### config.mk
export PLATFORM = sky130hd
export DESIGN_NAME = fx_scheduler
export DESIGN_NICKNAME = d
export VERILOG_FILES = /design/src/rtl/fx_sched_pkg.sv /design/src/rtl/fx_sat_accum.sv /design/src/rtl/fx_scheduler.sv
export SDC_FILE = /design/constraint.sdc
export NUM_CORES = 1
export LEC_CHECK = 0
export ABC_AREA = 1
export BUFFER_PORTS_ARGS = -buffer_cell sky130_fd_sc_hd__buf_2
export CAP_MARGIN = 40
export CORE_MARGIN = 2
export CORE_UTILIZATION = 32
export DETAILED_ROUTE_END_ITERATION = 10
export HOLD_SLACK_MARGIN = 0.12
export MAX_ROUTING_LAYER = met4
export PLACE_DENSITY = 0.56
export REMOVE_ABC_BUFFERS = 1
export SLEW_MARGIN = 20
export SYNTH_ARGS = -nofsm -noshare
export SYNTH_HDL_FRONTEND = slang
export SYNTH_SLANG_ARGS = --single-unit
### constraint.sdc
create_clock -name clock -period 11.6 [get_ports clock]
set_input_delay 2.9 -clock clock [delete_from_list [all_inputs] [get_ports clock]]
set_output_delay 2.9 -clock clock [all_outputs]
set_load 0.01 [all_outputs]
### src/rtl/fx_sched_pkg.sv
// fx_sched_pkg: FSM state enum, accumulator width helper and saturate-to-width function for fx_scheduler
package fx_sched_pkg;
  typedef enum logic [2:0] {S_IDLE, S_SELECT, S_ISSUE, S_WAIT, S_ACCUM, S_FINISH} state_t;
  function automatic int acc_width(input int width, input int num_ch);
    return width + $clog2(num_ch);
  endfunction
  function automatic logic signed [31:0] sat(input logic signed [31:0] v, input int width);
    logic signed [31:0] hi;
    hi = (32'sd1 <<< (width - 1)) - 32'sd1;
    return v > hi ? hi : v < -hi - 32'sd1 ? -hi - 32'sd1 : v;
  endfunction
endpackage

### src/rtl/fx_sat_accum.sv
// fx_sat_accum: clearable signed accumulator (ports: clock, reset, clear, add, value in; sat_out = accumulator clamped to WIDTH bits)
module fx_sat_accum import fx_sched_pkg::*; #(
  parameter int WIDTH = 12,
  parameter int AW = 14
) (
  input  logic             clock,
  input  logic             reset,
  input  logic             clear,
  input  logic             add,
  input  logic [WIDTH-1:0] value,
  output logic [WIDTH-1:0] sat_out
);
  logic signed [AW-1:0] acc;
  always_ff @(posedge clock or posedge reset)
    if (reset) acc <= '0;
    else if (clear) acc <= '0;
    else if (add) acc <= acc + {{(AW-WIDTH){value[WIDTH-1]}}, value};
  assign sat_out = WIDTH'(sat({{(32-AW){acc[AW-1]}}, acc}, WIDTH));
endmodule

### src/rtl/fx_scheduler.sv
// fx_scheduler: shares one start/done effect unit across NUM_CH channels per sample_tick and emits a saturated mix (ports: clock, reset, sample_tick, ch_sample, ch_enable, fx_result, fx_done in; fx_start, fx_sample, mix_out, mix_valid, busy, overrun, fx_timeout out; FX_SCHED_TIMEOUT_EN adds a WAIT timeout with dry-sample fallback)
module fx_scheduler import fx_sched_pkg::*; #(
  parameter int NUM_CH = 4,
  parameter int WIDTH = 12,
  parameter int TIMEOUT = 15
) (
  input  logic                    clock,
  input  logic                    reset,
  input  logic                    sample_tick,
  input  logic [NUM_CH*WIDTH-1:0] ch_sample,
  input  logic [NUM_CH-1:0]       ch_enable,
  output logic                    fx_start,
  output logic [WIDTH-1:0]        fx_sample,
  input  logic [WIDTH-1:0]        fx_result,
  input  logic                    fx_done,
  output logic [WIDTH-1:0]        mix_out,
  output logic                    mix_valid,
  output logic                    busy,
  output logic                    overrun,
  output logic                    fx_timeout
);
  localparam int AW = acc_width(WIDTH, NUM_CH);
  localparam int IW = $clog2(NUM_CH + 1);
  localparam logic [IW-1:0] LAST = IW'(NUM_CH);
  state_t state, nxt;
  logic [NUM_CH*WIDTH-1:0] lat_sample;
  logic [NUM_CH-1:0] lat_en;
  logic [IW-1:0] idx;
  logic [WIDTH-1:0] cur_sample, cap, acc_sat;
  logic cur_en, tmo;
`ifdef FX_SCHED_TIMEOUT_EN
  localparam int TW = $clog2(TIMEOUT + 1);
  logic [TW-1:0] wait_cnt;
  always_ff @(posedge clock or posedge reset)
    if (reset) wait_cnt <= '0;
    else wait_cnt <= state == S_ISSUE ? '0 : state == S_WAIT ? wait_cnt + TW'(1) : wait_cnt;
  assign tmo = state == S_WAIT && !fx_done && wait_cnt == TW'(TIMEOUT - 1);
`else
  logic unused_timeout;
  assign unused_timeout = |TIMEOUT;
  assign tmo = 1'b0;
`endif
  always_comb begin
    cur_sample = '0;
    cur_en = 1'b0;
    for (int i = 0; i < NUM_CH; i++)
      if (idx == IW'(i)) begin
        cur_sample = lat_sample[i*WIDTH +: WIDTH];
        cur_en = lat_en[i];
      end
  end
  always_ff @(posedge clock or posedge reset)
    if (reset) state <= S_IDLE;
    else state <= nxt;
  always_comb
    nxt = state == S_IDLE   ? (sample_tick ? S_SELECT : S_IDLE)
        : state == S_SELECT ? (idx == LAST ? S_FINISH : cur_en ? S_ISSUE : S_SELECT)
        : state == S_ISSUE  ? S_WAIT
        : state == S_WAIT   ? (fx_done || tmo ? S_ACCUM : S_WAIT)
        : state == S_ACCUM  ? S_SELECT
        : S_IDLE;
  assign fx_start = state == S_ISSUE || state == S_WAIT;
  assign busy = state != S_IDLE;
  always_ff @(posedge clock or posedge reset)
    if (reset) begin
      lat_sample <= '0;
      lat_en <= '0;
      idx <= '0;
      fx_sample <= '0;
      cap <= '0;
      mix_out <= '0;
      mix_valid <= 1'b0;
      overrun <= 1'b0;
      fx_timeout <= 1'b0;
    end else begin
      mix_valid <= state == S_FINISH;
      overrun <= sample_tick && state != S_IDLE;
      fx_timeout <= tmo;
      if (state == S_IDLE && sample_tick) begin
        lat_sample <= ch_sample;
        lat_en <= ch_enable;
        idx <= '0;
      end
      if (state == S_SELECT && idx != LAST) begin
        if (cur_en) fx_sample <= cur_sample;
        else idx <= idx + IW'(1);
      end
      if (state == S_WAIT) cap <= fx_done ? fx_result : cur_sample;
      if (state == S_ACCUM) idx <= idx + IW'(1);
      if (state == S_FINISH) mix_out <= acc_sat;
    end
  fx_sat_accum #(.WIDTH(WIDTH), .AW(AW)) u_accum (
    .clock(clock),
    .reset(reset),
    .clear(state == S_IDLE && sample_tick),
    .add(state == S_ACCUM),
    .value(cap),
    .sat_out(acc_sat)
  );
endmodule

Word level (Yosys, flattened, before mapping)
Cells that the tools add are included.

storage, ports and cells
  register bits after elaboration = 110
  logic and storage cells = 59

operators by class
  add/subtract/negate cells = 2
  magnitude comparators = 2
  eq/ne operators = 10
  mux-type cells = 26
  reductions and logical operators = 9

operator list
  kind                  number
  $mux 12               7
  $mux 3                10
  $mux 14               2
  $add 14x14->14        1
  $gt 14x12->1 const B  1
  $lt 14x12->1 const B  1
  $eq 3x2->1 const B    4
  $eq 3x3->1 const B    3
  $eq 3x1->1 const B    2
  $logic_not 3->1       2
  $mux 1                6
  $add 3x1->3 const B   1
  $logic_and 1x1->1     3
  $ne 3x3->1 const B    1
  $reduce_bool 3->1     1
  $mux 2                1
  $reduce_and 2->1      1
  $reduce_bool 2->1     1
  $logic_or 1x1->1      1

Logic depth before layout (Yosys ltp)
Gate-level depths: netlist of the first run.

  depth in word-level cells = 9
  gate-level depth with buffers = 14
  mapped depth without buffers = 13

Modules after synthesis
A second synthesis of the first run with hierarchy kept.

second synthesis, totals
  cells, all modules = 777
  area, all modules = 5756.8 um^2

by module, submodules not included
  module        times used  cells each  area each (um^2)  sequential area each (um^2)
  fx_scheduler  1           540         4289.1            2402.3
  fx_sat_accum  1           237         1467.7            350.3

Worst setup path before layout of the first run
No wires, ideal clock.

  path kind = input to register
  start = in sample_tick
  end = reg lat_en[3]
  data arrival time = 3.516 ns
  required time = 11.483 ns
  path slack = 7.967 ns
  cell stages on the path = 6
  path through = inv_1 nor2_4 inv_2 clkbuf_1 nand2_1 nand2_1

on the way
  longest elaborated chain between the ends = 1

RTL lines
  what                  RTL line            RTL
  from (decl)           fx_scheduler.sv:9   input logic sample_tick,
  $logic_and 1x1->1     fx_scheduler.sv:79  if (state == S_IDLE && sample_tick) begin
  to (signal assigned)  fx_scheduler.sv:81  lat_en <= ch_enable;
  to (decl)             fx_scheduler.sv:27  logic [NUM_CH-1:0] lat_en;

No other way between the ends.
A chain may end at the register's enable or synchronous reset.

Worst setup path after layout of the first run
  start = reg state[0]
  end = out busy

on the way
  longest elaborated chain between the ends = 1

RTL lines
  what                    RTL line            RTL
  from (decl)             fx_scheduler.sv:25  state_t state, nxt;
  from (signal assigned)  fx_scheduler.sv:54  else state <= nxt;
  $reduce_bool 3->1       fx_scheduler.sv:63  assign busy = state != S_IDLE;
  to (decl)               fx_scheduler.sv:18  output logic busy,

No other way between the ends.

==> flow_metrics.tcl, run 1 <==
set metrics [dict create \
    hold_viol_final 0 \
    syn_area_per_cell_um2 7.424 \
    vias_per_cell 4.395 \
    grt_pass1_wl_mm 23.18 \
    cts_buffers 9 \
    ys.flop_type "dfrtp_1" \
    fin_area_mm2 0.006654 \
    die_area_mm2 0.01859 \
    tightest_slew_ns 0.8020 \
    critical-path-top-delay-family "flip-flops" \
    outcome "complete, no violations" \
    dp_slack_ns 7.083 \
    layout.cells.non_filler 1070 \
    cts_max_path_buffers 2 \
    fillers 1892 \
    syn-instance-count 755 \
    endpoint_kind "primary output" \
    setup_viol 0 \
    wire_per_inst_um 12.83 \
    cp_cell_sequence "nor2_1 > nand2_1 > buf_2" \
    gr-total-overflow 0 \
    fin_ws_ns 7.444 \
    cp.required_ns 8.70 \
    clkLatencyLatePin_ns 0.36 \
    yosysSeqAreaShare 0.4911 \
    diodes 0 \
    drtIter0Drc 263 \
    grt_pass1_vias 4644 \
    cpMaxStageDelayCell "dfrtp_1" \
    first_pass_iters 4 \
    worstPathMaxFanout 5 \
    die_x_um 136.4 \
    wl_mm 13.73 \
    fmax_ghz 0.2406 \
    synthTopCellsByArea "dfrtp_1 49%, nand2_1 26%, nand3_1 6.4%" \
    postLayoutCoreUtil 0.3860 \
    place_congestion 0.8542 \
    die_h_um 136.4 \
    crit_buf_inv 1 \
    slew_viol_final 0 \
    crit_path_start_kind "flip-flop" \
    clkTransAtPathRegs_ns 0.08 \
    slowest_delay_ns 0.42 \
    io_pins 97 \
    p_per_area_mw_per_mm2 269.1 \
    grt_max_degree 57 \
    cts_resized 0 \
    layout.nets 927 \
    maxCapViolations 0 \
    ant_nets 0 \
    synth_warnings 0 \
    clock_skew_ns 0.01175 \
    synthMostInstantiatedCell "nand2_1" \
    area_growth_pct 18.71 \
    fin_setup_tns_ns 0 \
    synth_common_cells "388 x nand2_1, 110 x dfrtp_1, 72 x nand3_1" \
    antenna_found_initial 0 \
    synth.top_cell.area_share 0.4911 \
    min_period_ns 4.156 \
    place_area_mm2 0.006317 \
    fp-row-count 48 \
    htreeDepth 3 \
    cts_sinks 110 \
    ir_worst_vdd_mv 0.1201 \
    holdCritPathClass "reg -> reg" \
    grt.total_usage 0.1653 \
    drc_errors 0 \
    synth.ff_latch_count 110 \
    rsz0062_at_grt "false" \
    cts_tree "done" \
    synthArstFlopShare 1.000 \
    layout-drive-gt1-share 0.1669 \
    start_util 0.3252 \
    portBuffers 95 \
    crit_arrival_ns 1.26 \
    core-area_mm2 0.01724 \
    crit_type "reg -> out" \
    register_area_mm2 0.002753 \
    synth_edf_count 0 \
    ctsHoldBuffers 0 \
    max-slew-margin-rel 0.4648 \
    place_inst 1054 \
    synth_largest_area_cell "dfrtp_1" \
    cellLeakagePower_nw 3.720 \
    multi_input_area_mm2 0.002532 \
    syn_area_mm2 0.005605 \
    post_cts_buffers 0 \
    period_share 0.3583 \
    dp_hpwl_mm 10.14 \
    clockRootBuffer "clkbuf_16" \
    synth.distinct_cells 32 \
    vias 4703 \
]
==> cells in the final DEF, fill, tap and decap left out <==
| cell | instances |
|---|---|
| o21ai_0 | 20 |
| bufinv_16 | 2 |
| buf_4 | 5 |
| clkbuf_16 | 9 |
| o21ai_1 | 1 |
| nor2_1 | 31 |
| nand4_1 | 2 |
| nor2_4 | 1 |
| nor3_1 | 1 |
| nor3_2 | 1 |
| inv_6 | 3 |
| inv_1 | 43 |
| buf_16 | 2 |
| o21bai_1 | 1 |
| buf_2 | 95 |
| a21o_1 | 1 |
| ha_1 | 18 |
| inv_4 | 1 |
| xnor2_1 | 1 |
| conb_1 | 1 |
| fa_1 | 1 |
| nand3b_1 | 1 |
| clkbuf_8 | 1 |
| nand2_1 | 388 |
| clkinv_1 | 1 |
| or2_2 | 12 |
| dfrtp_1 | 110 |
| nand2_2 | 3 |
| a21oi_1 | 8 |
| xor2_1 | 1 |
| inv_8 | 1 |
| nor2_2 | 1 |
| nand3_1 | 72 |
| a22o_1 | 2 |
| inv_2 | 3 |
| a21oi_2 | 1 |
==> sequential cells by signal (all words and copies together), names as in the netlist <==
name / flops
u_accum.acc: 14
fx_sample: 12
cap: 12
mix_valid: 1
lat_en: 4
lat_sample: 48
overrun: 1
mix_out: 12
idx: 3
state: 3
==> stage by stage <==
step | hold WS (ns) | total power (W)
CTS | 0.4707 | 0.001813
floorplan | 0.4345 | 0.001202
global route | 0.4828 | 0.001973
global placement | 0.4463 | 0.001434
detailed placement | 0.4515 | 0.001457
finish | 0.4673 | 0.001790
==> path summary, 6_finish.rpt <==
check | from | end | slack (ns) | cells past startpoint
max | state[0] | busy | 7.44 | 3
min | lat_sample[31] | lat_sample[31] | 0.47 | 2
max reg2reg | idx[0] | state[1] | 9.03 | 9
min reg2reg | lat_sample[31] | lat_sample[31] | 0.47 | 2
max in group asynchronous | reset | lat_sample[24] | 8.04 | 4
min in group asynchronous | reset | mix_valid | 2.54 | 2
==> report_power, final <==
| part | switching, W | total, W | internal, W |
|---|---|---|---|
| registers | 0.000109 | 0.000665 | 0.000555 |
| logic | 0.000502 | 0.000779 | 0.000277 |
| clock network | 0.000148 | 0.000347 | 0.000199 |
| total | 0.000759 | 0.00179 | 0.00103 |
==> worst register-to-register path, stage by stage, from the launching register on <==
cell      delay (ns)
dfrtp_1         0.41
ha_1            0.18
ha_1            0.49
inv_1           0.38
o21ai_1         0.19
clkinv_1        0.08
nand2_1         0.13
nand2_2         0.20
nand2_2         0.31
nand2_1         0.10
==> cells by family after synthesis <==
family | Yosys count | synth area share
AOI/OAI and AO/OA | 34 | 0.03326
xor gates and xnor gates | 2 | 0.003126
adders and majority gates | 19 | 0.04375
buffers and inverters | 76 | 0.05714
DFF | 110 | 0.4911
other | 1 | 0.0006690
and+or+nand+nor | 513 | 0.3710
==> area by class of cell <==
type | count | share of cell area
clock buffers | 10 | 0.03592
clock inverters | 6 | 0.01467
inverters | 48 | 0.02745
multi-input cells | 569 | 0.3806
flip-flops and latches | 110 | 0.4137
well taps | 225 | 0.04231
repair buffers | 102 | 0.08537
==> per-layer routing <==
layer	track usage	share of wire	vias to the layer above
met2	0.2515	0.45	93
met5	-	0	-
met4	0.03414	0.0054	0
li1	-	-	2523
met3	0.03878	0.041	4
met1	0.2258	0.50	2083
Power figures use the tool's default switching activity.
==> inputs of run 2 (changes only) <==
- PLACE_DENSITY: 0.56 -> 0.58
- clock period: 11.6 -> 3.5 ns (I/O delays scaled with it)
==> run 2 against run 1 <==
Effect of this change: clock skew shrank 0.0027 ns; critical path type is now reg -> reg; final cell count grew 0.28%; register-to-register slack lost 7.9 ns; flip-flop and latch count is the same; highest routed layer unchanged.
==> flow_metrics.tcl, run 2 (same netlist as run 1, synthesis figures left out) <==
set metrics [dict create \
    die_x_um 136.4 \
    grt_pass1_wl_mm 23.11 \
    hold_viol_final 0 \
    min_period_ns 2.371 \
    clock_skew_ns 0.009026 \
    top_regs "lat_sample: 48 flops, u_accum.acc: 14 flops" \
    cts_resized 0 \
    ctsHoldBuffers 0 \
    clkLatencyLatePin_ns 0.36 \
    holdCritPathClass "reg -> reg" \
    regMostFlops "lat_sample" \
    r2r_slack_ns 1.13 \
    p_comb_frac 0.432 \
    slew_viol_final 0 \
    start_util 0.3252 \
    total_power_w 0.005935 \
    cellLeakagePower_nw 3.729 \
    wl_mm 13.74 \
    cts_tree "done" \
    clockRootBuffer "clkbuf_16" \
    power_frac_seq 0.374 \
    ir_worst_vdd_mv 0.3627 \
    grt_max_degree 44 \
    drtIter0Drc 337 \
    diodes 0 \
    holdWs_ns 0.4684 \
    largest_reg_flops 48 \
    die_h_um 136.4 \
    cts_sinks 110 \
    core-area_mm2 0.01724 \
    maxCapViolations 0 \
    gr-total-overflow 0 \
    place_congestion 0.8439 \
    drc_errors 0 \
    crit_path_start_kind "flip-flop" \
    vias 4697 \
    die_area_mm2 0.01859 \
    final_cell_mix "388 x nand2_1, 110 x dfrtp_1, 95 x buf_2, 72 x nand3_1, 43 x inv_1" \
    fp-row-count 48 \
    ant_nets 0 \
    multi_input_area_mm2 0.002532 \
    crit_type "reg -> reg" \
    grt.total_usage 0.1644 \
    area_growth_pct 18.84 \
    outcome "complete, no violations" \
    cts_max_path_buffers 2 \
    switching_power_w 0.002510 \
    grt_pass1_vias 4623 \
    setup_viol 0 \
    vias_per_cell 4.377 \
    fillers 1815 \
    worstPathMaxFanout 14 \
    register_area_mm2 0.002753 \
    tightest_slew_ns 0.7713 \
    layout-drive-gt1-share 0.1698 \
    fmax_ghz 0.4218 \
    swShare 0.4230 \
    portBuffers 95 \
    cp.required_ns 3.74 \
    htreeDepth 3 \
    p_int_w 0.003425 \
    period_share 0.6774 \
    rsz0062_at_grt "false" \
    layout.nets 930 \
    antenna_found_initial 0 \
    post_cts_buffers 0 \
    dp_hpwl_mm 10.48 \
    max-slew-margin-rel 0.4853 \
    io_pins 97 \
    crit_arrival_ns 2.62 \
    clockPowerShare 0.194 \
    first_pass_iters 5 \
    final_common_cell "nand2_1" \
    clkTransAtPathRegs_ns 0.08 \
    endpoint_kind "flip-flop" \
    cts_buffers 9 \
    wire_per_inst_um 12.81 \
    p_per_area_mw_per_mm2 891.0 \
]
==> run 2: changes by cell type in the layout (fill, tap and decap cells not counted) <==
cell | before | now
buf_4 | 5 | 7
clkbuf_4 | 0 | 1
buf_16 | 2 | 0
buf_12 | 0 | 2
==> run 2: cell type report <==
cell class	instances	area share
inverters	48	0.02742
clock inverters	6	0.01465
multi-input cells	569	0.3802
repair buffers	105	0.08640
flip-flops and latches	110	0.4132
clock buffers	10	0.03588
well taps	225	0.04226
==> run 2: per-layer routing <==
metal | part of all wire | GRT usage
met3 | 0.032 | 0.03207
met4 | 0.0055 | 0.04282
met2 | 0.47 | 0.2602
met5 | 0 | -
met1 | 0.49 | 0.2164
==> run 2: power by group through the flow <==
stage | Sequential (W) | Clock, W | Combinational [W]
6_report | 0.00222 | 0.00115 | 0.00256
5_1_grt | 0.00230 | 0.00124 | 0.00300
4_1_cts | 0.00222 | 0.00118 | 0.00259
3_5_place_dp | 0.00225 | 0 | 0.00258
3_3_place_gp | 0.00224 | 0 | 0.00251
2_1_floorplan | 0.00218 | 0 | 0.00180
==> run 2: worst max-delay path: stages (launching register included) <==
cell	delay (ns)
dfrtp_1	0.42
ha_1	0.21
ha_1	0.17
buf_4	0.18
inv_1	0.33
o21ai_1	0.13
clkinv_1	0.06
nand2_1	0.09
nand2_2	0.23
nand2_2	0.24
nand2_1	0.13
nand2_1	0.06
==> run 2: metrics by stage <==
stage / worst slack (ns) / area (um2) / instances / utilization / TNS (ns)
global placement: 1.096 / 6297 / 1055 / 0.3653 / 0
floorplan: -0.2773 / 5465 / 727 / - / -30.50
global route: 0.9146 / 6661 / 1073 / 0.3865 / 0
finish: 1.129 / 6661 / 1073 / 0.3865 / 0
detailed placement: 1.125 / 6317 / 1056 / 0.3665 / 0
CTS: 1.111 / 6654 / 1072 / 0.3860 / 0
==> run 2: final timing paths <==
| path | from | end | depth (start not counted) |
|---|---|---|---|
| worst max-delay path | idx[0] | fx_sample[0] | 11 |
| worst min-delay path | lat_sample[24] | lat_sample[24] | 2 |
| worst max register to register | idx[0] | fx_sample[0] | 11 |
| worst min register to register | lat_sample[24] | lat_sample[24] | 2 |
| max in group asynchronous | reset | cap[10] | 3 |
| min in group asynchronous | reset | mix_valid | 2 |
